**src/rtl/sync_trace_decoder_if.sv**
```systemverilog
// sync_trace_decoder_if: trace record stream from the decoder to a consumer.
interface sync_trace_decoder_if;
    logic        o_valid;
    logic        i_ready;
    logic [15:0] o_pc;
    logic [7:0]  o_opcode;
    logic [3:0]  o_cycles;
    modport master (output o_valid, o_pc, o_opcode, o_cycles, input i_ready);
    modport slave (input o_valid, o_pc, o_opcode, o_cycles, output i_ready);
endinterface

```
**src/rtl/sync_trace_decoder.sv**
```systemverilog
// sync_trace_decoder: turns 6502 SYNC fetches into {pc, opcode, cycles} records queued in a FIFO.
module sync_trace_decoder #(
    parameter int DEPTH = 4
) (
    input  logic                        i_clk,
    input  logic                        i_reset,
    input  logic                        i_sync,
    input  logic                        i_rdy,
    input  logic                        i_rw,
    input  logic [15:0]                 i_address,
    input  logic [7:0]                  i_data,
    sync_trace_decoder_if.master        trace,
    output logic [7:0]                  o_dropped
);
    localparam int AW = $clog2(DEPTH);
    localparam logic [AW:0] PTR_ONE = 1;

    logic [27:0] mem [DEPTH];
    logic [AW:0] wr_ptr, rd_ptr;
    logic        open;
    logic [15:0] pc_reg;
    logic [7:0]  op_reg;
    logic [3:0]  cnt;
    logic        fetch, push, pop, empty, full, accept;

    assign fetch  = i_sync & i_rdy & i_rw;
    assign push   = fetch & open;
    assign empty  = wr_ptr == rd_ptr;
    assign full   = (wr_ptr[AW] != rd_ptr[AW]) && (wr_ptr[AW-1:0] == rd_ptr[AW-1:0]);
    assign pop    = !empty & trace.i_ready;
    // A full FIFO still accepts a push when the head leaves in the same cycle.
    assign accept = push & (!full | pop);

    assign trace.o_valid  = !empty;
    assign trace.o_pc     = empty ? 16'h0 : mem[rd_ptr[AW-1:0]][27:12];
    assign trace.o_opcode = empty ? 8'h0 : mem[rd_ptr[AW-1:0]][11:4];
    assign trace.o_cycles = empty ? 4'h0 : mem[rd_ptr[AW-1:0]][3:0];

    always_ff @(posedge i_clk) begin
        if (i_reset) begin
            wr_ptr    <= '0;
            rd_ptr    <= '0;
            open      <= 1'b0;
            pc_reg    <= '0;
            op_reg    <= '0;
            cnt       <= '0;
            o_dropped <= '0;
        end else begin
            if (accept) begin
                mem[wr_ptr[AW-1:0]] <= {pc_reg, op_reg, cnt};
                wr_ptr              <= wr_ptr + PTR_ONE;
            end
            if (pop)
                rd_ptr <= rd_ptr + PTR_ONE;
            if (push && !accept && o_dropped != 8'hFF)
                o_dropped <= o_dropped + 8'd1;
            // Stalled cycles (i_rdy=0) neither count nor start a new record.
            if (fetch) begin
                pc_reg <= i_address;
                op_reg <= i_data;
                cnt    <= 4'd1;
                open   <= 1'b1;
            end else if (i_rdy && open) begin
                cnt <= (cnt == 4'hF) ? cnt : cnt + 4'd1;
            end
        end
    end
endmodule

```
**src/flat_wrapper.sv**
```systemverilog
// flat-port wrapper written by rule: the top's interface ports become plain ports
module sync_trace_decoder_flat 
#(
    parameter int DEPTH = 4
)
  (i_clk, i_reset, i_sync, i_rdy, i_rw, i_address, i_data, o_dropped, trace_o_valid, trace_o_pc, trace_o_opcode, trace_o_cycles, trace_i_ready);
  sync_trace_decoder_if trace_i ();
  input  logic i_clk;
  input  logic i_reset;
  input  logic i_sync;
  input  logic i_rdy;
  input  logic i_rw;
  input  logic [15:0] i_address;
  input  logic [7:0] i_data;
  output logic [7:0] o_dropped;
  output wire logic [$bits(trace_i.o_valid)-1:0] trace_o_valid;
  output wire logic [$bits(trace_i.o_pc)-1:0] trace_o_pc;
  output wire logic [$bits(trace_i.o_opcode)-1:0] trace_o_opcode;
  output wire logic [$bits(trace_i.o_cycles)-1:0] trace_o_cycles;
  input wire logic [$bits(trace_i.i_ready)-1:0] trace_i_ready;
  assign trace_o_valid = trace_i.o_valid;
  assign trace_o_pc = trace_i.o_pc;
  assign trace_o_opcode = trace_i.o_opcode;
  assign trace_o_cycles = trace_i.o_cycles;
  assign trace_i.i_ready = trace_i_ready;
  sync_trace_decoder #(.DEPTH(DEPTH)) u_core (.i_clk(i_clk), .i_reset(i_reset), .i_sync(i_sync), .i_rdy(i_rdy), .i_rw(i_rw), .i_address(i_address), .i_data(i_data), .trace(trace_i), .o_dropped(o_dropped));
endmodule
```
**config.mk**
```make
export PLATFORM = sky130hd
export DESIGN_NAME = sync_trace_decoder_flat
export DESIGN_NICKNAME = d
export VERILOG_FILES = /design/src/rtl/sync_trace_decoder_if.sv /design/src/rtl/sync_trace_decoder.sv /design/src/flat_wrapper.sv
export SDC_FILE = /design/constraint.sdc
export NUM_CORES = 1
export LEC_CHECK = 0
export ABC_AREA = 1
export BUFFER_PORTS_ARGS = -buffer_cell sky130_fd_sc_hd__buf_2
export CORE_MARGIN = 3
export CORE_UTILIZATION = 62
export CTS_BUF_LIST = sky130_fd_sc_hd__clkbuf_4 sky130_fd_sc_hd__clkbuf_8
export DETAILED_ROUTE_END_ITERATION = 12
export PLACE_DENSITY = 0.83
export SLEW_MARGIN = 10
export SYNTH_ARGS = -nofsm -noshare
export SYNTH_HDL_FRONTEND = slang
export SYNTH_SLANG_ARGS = --single-unit
```
**constraint.sdc**
```tcl
create_clock -name i_clk -period 8.45 [get_ports i_clk]
set_clock_uncertainty 0.2 [all_clocks]
set_input_delay 0.4225 -clock i_clk [delete_from_list [all_inputs] [get_ports i_clk]]
set_output_delay 0.4225 -clock i_clk [all_outputs]
set_load 0.02 [all_outputs]
```
# Yosys cells after proc, flatten, opt, wreduce, memory -nomap -nowiden
# Memories as Yosys holds them, arrays and structs flattened. A register that Yosys moved wholly into a read port is not among the register bits.
# Cells that the tools add are included.
# classes
reduce_logical,11
mul,0
eq_ne,6
bitwise,7
div,0
n_addsub,4
shift,0
n_lt_le_gt_ge,0
n_mux,11
# op_table
op,n
16-bit 2-to-1 mux,1
8-bit by 1-bit adder with 8-bit output (second input constant),1
8-bit 2-to-1 mux,1
8-bit != test (second input constant),1
3-bit by 1-bit adder with 3-bit output (second input constant),2
1-bit 2-to-1 mux,6
1-bit AND,5
4-bit by 1-bit adder with 4-bit output (second input constant),1
4-bit equality test (second input constant),1
1-bit logical AND,4
2-bit 2-to-1 mux,2
4-bit 2-to-1 mux,1
2-bit AND reduction,2
3-bit equality test,1
1-bit zero test,3
2-bit equality test,1
2-bit by 1-bit != test with 1-bit output (second input constant),1
2-bit nonzero test,1
2-bit OR reduction,1
1-bit != test,1
1-bit NOT,1
1-bit bitwise OR,1
# word_totals
ff_bits,43
mem_count,1
ram_bits,112
latchBits,0
inputBits,30
mem_bits_ro,0
output_inout_bits,37
elab_cells,48
# mem_list
name,depth,word_bits,read_ports,rd_clocked_by_memory_dff,wr,line,text
u_core.mem,4,28,1,1,1,sync_trace_decoder.sv:18,logic [27:0] mem [DEPTH];

# Logic depth before layout (Yosys ltp)
# Gate-level depths: netlist (run 1).
# logic_depth
ltp_word,8
mapped_depth,9
mapped_depth_nobuf,9

# Worst setup path after synthesis (run 1)
# No wires, ideal clock.
# synth_timing
path_kind,flip-flop to flip-flop
from,reg u_core.wr_ptr[1]
to,"mem u_core.mem[0][0], enable pin"
required_ps,7837
period_less_slack_ps,2738
arrival_time_ps,2126
path_buffers,0
slack_ps,5712
setup_time_ps,413
stages_incl_launch_ff,8
path_cell_list,dfxtp_1 -> inv_1 -> nand2_1 -> nand2_1 -> nor2_4 -> nand2_2 -> nand3_1 -> nor2_1
# synth_via
elab_chain_len,8
word_cells_on_any_way,11
cone_classes,2 x eq/ne; 3 x mux; 3 x bitwise; 3 x reduce/logical
# synth_lines
element,line,text
from (decl),sync_trace_decoder.sv:19,"logic [AW:0] wr_ptr, rd_ptr;"
from (signal assigned),sync_trace_decoder.sv:51,wr_ptr <= wr_ptr + PTR_ONE;
3-bit equality test or 2-bit equality test (tied branches),"sync_trace_decoder.sv:28, sync_trace_decoder.sv:29",
1-bit zero test or 1-bit logical AND (tied branches),"sync_trace_decoder.sv:30, sync_trace_decoder.sv:29",
1-bit AND or 1-bit zero test (tied branches),"sync_trace_decoder.sv:30, sync_trace_decoder.sv:32",
1-bit bitwise OR,sync_trace_decoder.sv:32,assign accept = push & (!full | pop);
1-bit AND,sync_trace_decoder.sv:32,
1-bit 2-to-1 mux,sync_trace_decoder.sv:49,if (accept) begin
1-bit 2-to-1 mux,sync_trace_decoder.sv:40,if (i_reset) begin
1-bit 2-to-1 mux (not written as such),sync_trace_decoder.sv:50,"mem[wr_ptr[AW-1:0]] <= {pc_reg, op_reg, cnt};"
to (decl),sync_trace_decoder.sv:18,
# Several ways; a longest one is shown, not always the timed one.

==> summary.txt, run 1 <==
H-tree levels: 4
Root Buffer: clkbuf_8
Setup TNS: 0 ns
Post-cts sizing count: 0
Final setup vio count: 0
Gate power share: 0.106
IO Port Bufs: 66
Max IR drop VDD: 127 uV
I/O pin cnt: 67
Met2 global-route usage: 0.378
GR Util met3: 0.0513
DRC violations left: 0
FF+latch count, synth: 157
TritonCTS Buffers: 17
N_diodes: 0
Max cap viols: 0
Synth warn: 0
DR vias/cell: 5.49
Pleak: 2.93 nW
Crit share post-route: 0.389
Synth Flop Type: edfxtp_1
FF-to-FF Start: u_core.wr_ptr[1]
Netlist cell types: 31
RSZ-0062 raised after global routing: no
HPWL after DPL: 7660 microns
ANT nets after route: 0
Xor/xnor share of the synthesized area: 0.00951
Vias in the first global route: 4309
PD cells: 225 nW/um^2
Reg power frac: 0.520
GRT overflow: 0
Status: finished clean
Max FFs per register: 112
Worst-path clk slew: 0.08 ns
Gr usage total: 0.230
Mapped Area: 6440 sq um
Layout Cells excl Fill: 808
Final WL: 12800 microns
Post-cts hold buffer count: 0
Clock buffer depth: 2
Critical path data arrival time: 2.66 ns
Sw Ratio: 0.257
Clock sinks: 157
Drt wl/cell: 15.9 microns
Die Y: 108 microns
Syn Inst Count: 605
Mux contribution to synthesized area: 0
Slew headroom: 0.352
Initial antenna violation count: 0
Internal Power: 1.22 mW
Crit path cell chain: buf_4 > inv_2 > nor2_1 > o32ai_1 > nand2_1 > inv_1 > buf_2
Crit-path leading delay family: buffers and inverters
HP Class: input pin to flip-flop
Post-synthesis sequential area ratio: 0.662
Final hold violation count: 0
Vias: 4435
Tightest Pin Transition: 0.972 ns
Slew Limit Fails: 0
TritonCTS clock tree: done
Die X-Extent: 108 microns
Synthesized net count: 642
Setup repair bufs after CTS: 0
Async SR Flop Fraction: 0
Final #Nets: 699
Dpl cell area: 6830 sq um
Critical path endpoint category: output pin
Drt first pass iters: 7
Minimum clock period: 3.28 ns
Clk pwr share: 0.374
Crit path kind: flip-flop to output pin
Placed insts: 776
Die ar.: 11700 sq um
Largest family of logic cells by synthesized area: simple AND/OR/NAND/NOR gates
Top Usage Layer GRT: met2
Mean Syn Cell Area: 10.7 sq um
Core area: 9950 sq um
Crit path launch type: flip-flop
Slowest cell on crit path: inv_2
Area growth, synth to finish: 12.8%
Row count: 36
Fin area: 7270 sq um
Simple-gate share of the synthesized area: 0.131
Crit Path Max Fanout: 57
Worst path bufs/invs: 4
Count of flip-flops with a built-in enable after synthesis: 112
Launch point of the worst hold path: i_address[12]
Max Freq: 305 MHz
Initial Util: 0.647
Met1 usage in global routing: 0.294
Sw Pwr: 0.420 mW
Required time of the critical path: 7.83 ns
Synth Area in Compound Gates: 0.114
Synth Area in Adders: 0.0136
First-pass GRT wire length: 20700 microns
Util after Layout: 0.730
Layout cells sized above 1: 0.176
Clk_lat worst skew: 0.45 ns
Largest net degree at the start of global routing: 58
DRT iter0 DRCs: 320
Final Wtd Congestion: 0.795
Max stage delay on crit path: 0.76 ns
## metal layers
metal | share of wire | wire [microns] | vias up
li1 | - | - | 2173
met1 | 0.42 | 5340 | 2077
met2 | 0.50 | 6430 | 163
met3 | 0.059 | 750 | 22
met4 | 0.023 | 299 | 0
met5 | 0 | 0 | -
## worst min-delay path, cell delays in order
cell and delay [ns]:
buf_2 0.07, o21ai_0 0.07, a21oi_1 0.10
## power groups by stage
stage	logic [mW]	clock network (mW)	registers (mW)
floorplan	0.135	0	0.856
global placement	0.165	0	0.866
detailed placement	0.172	0	0.868
CTS	0.174	0.618	0.850
global route	0.193	0.647	0.853
finish	0.173	0.612	0.850
## synth_stat cells (4+ instances only)
| master | count | area, sq um |
|---|---|---|
| ha_1 | 7 | 87.6 |
| buf_2 | 8 | 40.0 |
| edfxtp_1 | 112 | 3360 |
| nand2_1 | 71 | 267 |
| o32ai_1 | 28 | 245 |
| buf_6 | 4 | 45.0 |
| clkbuf_1 | 15 | 56.3 |
| nand3_1 | 13 | 65.1 |
| xor2_1 | 6 | 52.6 |
| nor2_1 | 103 | 387 |
| o21ai_0 | 55 | 275 |
| inv_2 | 4 | 15.0 |
| a21oi_1 | 37 | 185 |
| inv_1 | 74 | 278 |
| dfxtp_1 | 45 | 901 |
## cell families (layout without fill, tap and decap cells)
logic type / after synthesis / after routing
flops: 157 / 157
compound gates: 124 / 124
buf+inv: 108 / 178
xor+xnor: 7 / 7
simple gates: 202 / 202
fa+ha+maj: 7 / 7
## per-stage QoR
step | setup slack (ns) | hold WS [ns] | power, mW
6_report | 5.17 | 0.0618 | 1.64
5_1_grt | 4.99 | 0.0719 | 1.69
2_1_floorplan | 5.71 | 0.251 | 0.991
3_5_place_dp | 4.82 | 0.281 | 1.04
4_1_cts | 5.17 | 0.0485 | 1.64
3_3_place_gp | 4.97 | 0.260 | 1.03
## area by class of cell
type / count / area (sq um)
clock inverter: 15 / 209
clock buffer: 17 / 234
multi-input combinational: 340 / 1760
inverter: 78 / 293
fill: 655 / 2680
timing repair buffer: 68 / 345
tap: 133 / 166
sequential: 157 / 4270
## path summary, 6_finish.rpt
path | endpoint | slack (ns) | depth (start not counted)
max | trace_o_pc[13] | 5.17 | 7
min | u_core.pc_reg[12] | 0.06 | 3
max reg2reg | u_core.mem[0][26] | 5.76 | 7
min reg2reg | u_core.pc_reg[12] | 0.29 | 2
## cell usage in the layout, fill, tap and decap left out
cell,count
nor3_1,2
inv_6,5
clkinv_2,1
clkinv_1,1
edfxtp_1,112
nand2_1,71
o21ai_1,2
buf_2,66
nand3_2,1
nand4_1,1
clkinv_4,2
nand4_2,1
a211oi_1,1
nor3b_1,1
inv_2,4
o32ai_1,28
inv_8,1
nand2_2,3
nor2_2,2
dfxtp_2,2
inv_1,74
a221oi_1,1
dfxtp_1,43
nor2_8,1
xor2_1,6
ha_1,7
a21oi_1,37
clkinvlp_4,1
clkbuf_8,17
buf_4,2
bufinv_16,4
o21ai_0,55
nor2_4,6
nand3_1,13
nand3b_1,1
nor2_1,99
xnor2_1,1
(Power assumes the default switching activity.)
==> run 2, diff against run 1 <==
- CORE_UTILIZATION: 62 -> 55
- PLACE_DENSITY: 0.83 -> 0.78
- clock period: 8.45 -> 3 ns (I/O delays scaled with it)
==> summary.txt, run 2 (same netlist as run 1, synthesis figures left out) <==
Status: finished clean
ANT nets after route: 0
Max IR drop VDD: 355 uV
H-tree levels: 4
Minimum clock period: 2.71 ns
Area growth, synth to finish: 18.1%
Crit Path Max Fanout: 28
Pleak: 3.05 nW
Sw Ratio: 0.258
Reg power frac: 0.543
Worst hold slack: 0.167 ns
Critical path data arrival time: 2.60 ns
Tightest Pin Transition: 0.742 ns
Slowest cell on crit path: dlygate4sd3_1
Clock buffer depth: 2
Worst-path clk slew: 0.08 ns
Post-route setup slack: 0.288 ns
DRT iter0 DRCs: 337
Core area: 11100 sq um
Drt wl/cell: 15.1 microns
Row count: 38
Max cap viols: 0
Final hold violation count: 0
Max FFs per register: 112
Highest-count cells in the layout ignoring fill and taps: edfxtp_1, nor2_1, inv_1
Sw Pwr: 1.14 mW
Critical path endpoint category: flip-flop
Max stage delay on crit path: 0.60 ns
Drt first pass iters: 5
N_diodes: 0
Final WL: 12900 microns
DR vias/cell: 5.40
Crit path launch type: input pin
PD cells: 578 nW/um^2
HP Class: input pin to flip-flop
Initial antenna violation count: 0
Initial Util: 0.579
Most common cell after layout, fill and taps aside: edfxtp_1
Internal Power: 3.26 mW
Vias in the first global route: 4655
Largest net degree at the start of global routing: 57
Gate power share: 0.119
Crit path cell chain: dlygate4sd3_1 > buf_2 > nand3_2 > dlygate4sd3_1 > nor2_4 > nand3_1 > nor2_4 > buf_4
GRT overflow: 0
Crit path kind: input pin to flip-flop
Required time of the critical path: 2.89 ns
Die ar.: 13100 sq um
Gr usage total: 0.208
Root Buffer: clkbuf_8
Die Y: 114 microns
HPWL after DPL: 7850 microns
Slew headroom: 0.505
Slew Limit Fails: 0
I/O pin cnt: 67
TritonCTS clock tree: done
TritonCTS Buffers: 17
RSZ-0062 raised after global routing: no
Die X-Extent: 114 microns
Crit share post-route: 0.904
First-pass GRT wire length: 21100 microns
Clock sinks: 157
Setup TNS: 0 ns
Vias: 4619
Final #Nets: 739
Place WS: 0.639 ns
Fillers: 801
Layout cells sized above 1: 0.179
Clk pwr share: 0.338
Final setup vio count: 0
IO Port Bufs: 66
DRC violations left: 0
Final Wtd Congestion: 0.821
Clk_lat worst skew: 0.44 ns
Max Freq: 369 MHz
[run 2: cell count changes in the layout (fill, tap and decap cells not counted), sizes merged]
cell and change:
clkinv +1, dlygate4sd3 +30, inv -6, bufinv -2, clkinvlp +7, buf +10
[run 2: power by group through the flow]
| stage | Combinational (mW) | Clock [mW] | Sequential (mW) |
|---|---|---|---|
| 2_1_floorplan | 0.380 | 0 | 2.41 |
| 3_3_place_gp | 0.487 | 0 | 2.44 |
| 3_5_place_dp | 0.500 | 0 | 2.44 |
| 4_1_cts | 0.531 | 1.52 | 2.39 |
| 5_1_grt | 0.582 | 1.61 | 2.40 |
| 6_report | 0.525 | 1.49 | 2.39 |
[run 2: final timing paths]
check	start	end	slack [ns]	cells past startpoint
worst max-delay path	i_rdy	u_core.mem[1][16]	0.29	8
worst min-delay path	i_rw	u_core.open	0.17	4
worst max register to register	u_core.wr_ptr[1]	u_core.mem[1][16]	0.61	8
worst min register to register	u_core.pc_reg[6]	u_core.pc_reg[6]	0.29	2
[run 2: cell type report]
type | count | area [sq um] | share of cell area
inverters | 78 | 293 | 0.0385
well taps | 140 | 175 | 0.0230
clock inverters | 15 | 150 | 0.0197
flip-flops and latches | 157 | 4270 | 0.561
repair buffers | 108 | 733 | 0.0964
clock buffers | 17 | 234 | 0.0308
multi-input cells | 340 | 1760 | 0.231
[run 2: critical path: cells and delay by family]
| family | cells | cell delay, ns |
|---|---|---|
| buffers and inverters | 4 | 1.65 |
| and+or+nand+nor | 4 | 0.78 |
[run 2: through the flow]
stage	cell area, sq um	std cells	util	total power [mW]
after floorplan	6440	605	-	2.79
after global placement	6920	793	0.622	2.92
after detailed placement	6920	793	0.622	2.94
after CTS	7610	855	0.684	4.44
after global routing	7610	855	0.684	4.59
final	7610	855	0.684	4.40
[run 2: metal layers]
| metal | vias to the layer above | track usage | part of all wire |
|---|---|---|---|
| met5 | - | 0 | 0 |
| met4 | 0 | 0.0752 | 0.012 |
| met3 | 15 | 0.0677 | 0.058 |
| met2 | 141 | 0.357 | 0.50 |
| met1 | 2215 | 0.246 | 0.43 |
| li1 | 2248 | - | - |
[run 2: repair_timing]
item / 4_1_cts / 5_1_grt
buffers inserted: 0 / 0
gates resized for setup: 0 / 0
hold buffers: 30 / 0
hold endpoints to repair: 44 / 0
==> run 3, diff against run 2 <==
- clock period: 3 -> 2.4 ns (I/O delays scaled with it)
==> summary.txt, run 3 (same netlist as run 1, synthesis figures left out) <==
Required time of the critical path: 2.08 ns
Initial Util: 0.579
Util after Layout: 0.691
Post-route setup slack: 0.174 ns
PD cells: 727 nW/um^2
Place WS: 0.0683 ns
Dpl cell area: 6990 sq um
Initial antenna violation count: 0
N_diodes: 0
Core area: 11100 sq um
Minimum clock period: 2.23 ns
IO Port Bufs: 66
Crit path kind: flip-flop to output pin
Status: finished clean
ANT nets after route: 0
Area growth, synth to finish: 19.3%
Clock buffer depth: 2
Fin area: 7690 sq um
Cell count of the worst hold path: 6
Final Wtd Congestion: 0.856
Clk pwr share: 0.343
Max IR drop VDD: 734 uV
FF-to-FF End: u_core.mem[3][23]
Gr usage total: 0.214
Sw Pwr: 1.37 mW
GRT overflow: 0
First-pass GRT wire length: 21600 microns
TritonCTS clock tree: done
R2R depth: 8
Placed insts: 798
Worst hold slack: 0.0496 ns
Worst path bufs/invs: 4
Highest-count cells in the layout ignoring fill and taps: edfxtp_1, nor2_1, inv_1
Crit share post-route: 0.928
Critical path endpoint category: output pin
Max cap viols: 0
Max Freq: 449 MHz
Die X-Extent: 114 microns
Root Buffer: clkbuf_8
DR vias/cell: 5.33
Final WL: 13400 microns
Drt wl/cell: 15.5 microns
Slew headroom: 0.683
Largest net degree at the start of global routing: 52
Crit path launch type: flip-flop
Clock sinks: 157
Internal Power: 4.21 mW
HPWL after DPL: 8400 microns
Max FFs per register: 112
Crit path launch: u_core.rd_ptr[0]
Gate power share: 0.123
Die ar.: 13100 sq um
Pleak: 3.13 nW
Final hold violation count: 0
Vias: 4578
H-tree levels: 4
Max stage delay on crit path: 0.45 ns
Final setup vio count: 0
Row count: 38
DRT iter0 DRCs: 345
I/O pin cnt: 67
FF-to-FF Start: u_core.wr_ptr[1]
Clk_lat worst skew: 0.43 ns
CP Capture Point: trace_o_opcode[3]
Die Y: 114 microns
HP Class: input pin to flip-flop
Vias in the first global route: 4477
TritonCTS Buffers: 17
Worst path depth: 9
Layout Cells excl Fill: 859
Layout cells sized above 1: 0.192
DRC violations left: 0
Tightest Pin Transition: 0.476 ns
Final #Nets: 743
Critical path data arrival time: 1.91 ns
Most common cell after layout, fill and taps aside: edfxtp_1
Crit-path leading delay family: simple AND/OR/NAND/NOR gates
CP most frequent cell: nand2_1
Minimum setup slack among reg-to-reg paths: 0.26 ns
Sw Ratio: 0.245
Slew Limit Fails: 0
Reg power frac: 0.534
Drt first pass iters: 5
Slowest cell on crit path: dfxtp_1
Crit Path Max Fanout: 18
Worst-path clk slew: 0.08 ns
Crit path cell chain: inv_2 > nand2_1 > nand2_2 > nor2_4 > nand2_1 > buf_4 > nand2_1 > inv_1 > buf_2
run 3: changes by cell type in the layout (fill, tap and decap cells not counted), moves of 2 or more:
cell	change
clkbuf_4	+4
dfxtp_2	+2
clkinv_1	-2
buf_12	+2
dfxtp_1	-2
buf_4	+3
clkbuf_8	+6
clkinv_2	+2
clkinv_4	-2
clkinvlp_4	-6
run 3: stage by stage:
stage / setup TNS, ns / total power, mW
3_3_place_gp: 0 / 3.67
2_1_floorplan: -37.91 / 3.49
4_1_cts: 0 / 5.61
6_report: 0 / 5.58
5_1_grt: -0.000347 / 5.81
3_5_place_dp: 0 / 3.69
run 3: worst register-to-register path, delay by kind of cell, from the launching register on:
family,cells,cell delay [ns]
buffers and inverters,2,0.32
flip-flops,1,0.35
AND/OR/NAND/NOR,6,0.96
run 3: layout make-up:
cell class,count,area (sq um)
clock inverters,5,55.1
multi-input cells,340,1760
fillers,796,3440
clock buffers,27,347
well taps,140,175
flip-flops and latches,157,4270
repair buffers,112,786
inverters,78,294
run 3: power by group through the flow:
| stage | clock network (mW) | registers (mW) | logic [mW] |
|---|---|---|---|
| 6_report | 1.92 | 2.98 | 0.688 |
| 5_1_grt | 2.06 | 2.99 | 0.764 |
| 4_1_cts | 1.95 | 2.98 | 0.687 |
| 3_5_place_dp | 0 | 3.04 | 0.650 |
| 3_3_place_gp | 0 | 3.04 | 0.636 |
| 2_1_floorplan | 0 | 3.01 | 0.474 |
run 3: repair_timing:
item / in CTS / in global routing
endpoints found under the hold margin: 42 / 0
gates resized for setup: 0 / 4
setup buffers: 0 / 0
endpoints found under the setup margin: 0 / 67
hold buffers: 29 / 0
run 3: worst min path at each step:
stage / from / to / slack [ns]
6_report: i_sync / u_core.wr_ptr[0] / 0.05
5_1_grt: i_sync / u_core.wr_ptr[0] / 0.08
4_1_cts: i_sync / u_core.wr_ptr[0] / 0.02
3_5_place_dp: i_address[9] / u_core.pc_reg[9] / 0.21
3_3_place_gp: i_address[9] / u_core.pc_reg[9] / 0.20
2_1_floorplan: i_reset / u_core.o_dropped[7] / -0.01
run 3: routing by layer:
| metal | vias up | global-route usage | part of all wire |
|---|---|---|---|
| met1 | 2164 | 0.268 | 0.44 |
| met2 | 140 | 0.370 | 0.50 |
| met4 | 0 | 0.0618 | 0.0097 |
| li1 | 2261 | - | - |
| met5 | - | 0 | 0 |
| met3 | 13 | 0.0534 | 0.054 |
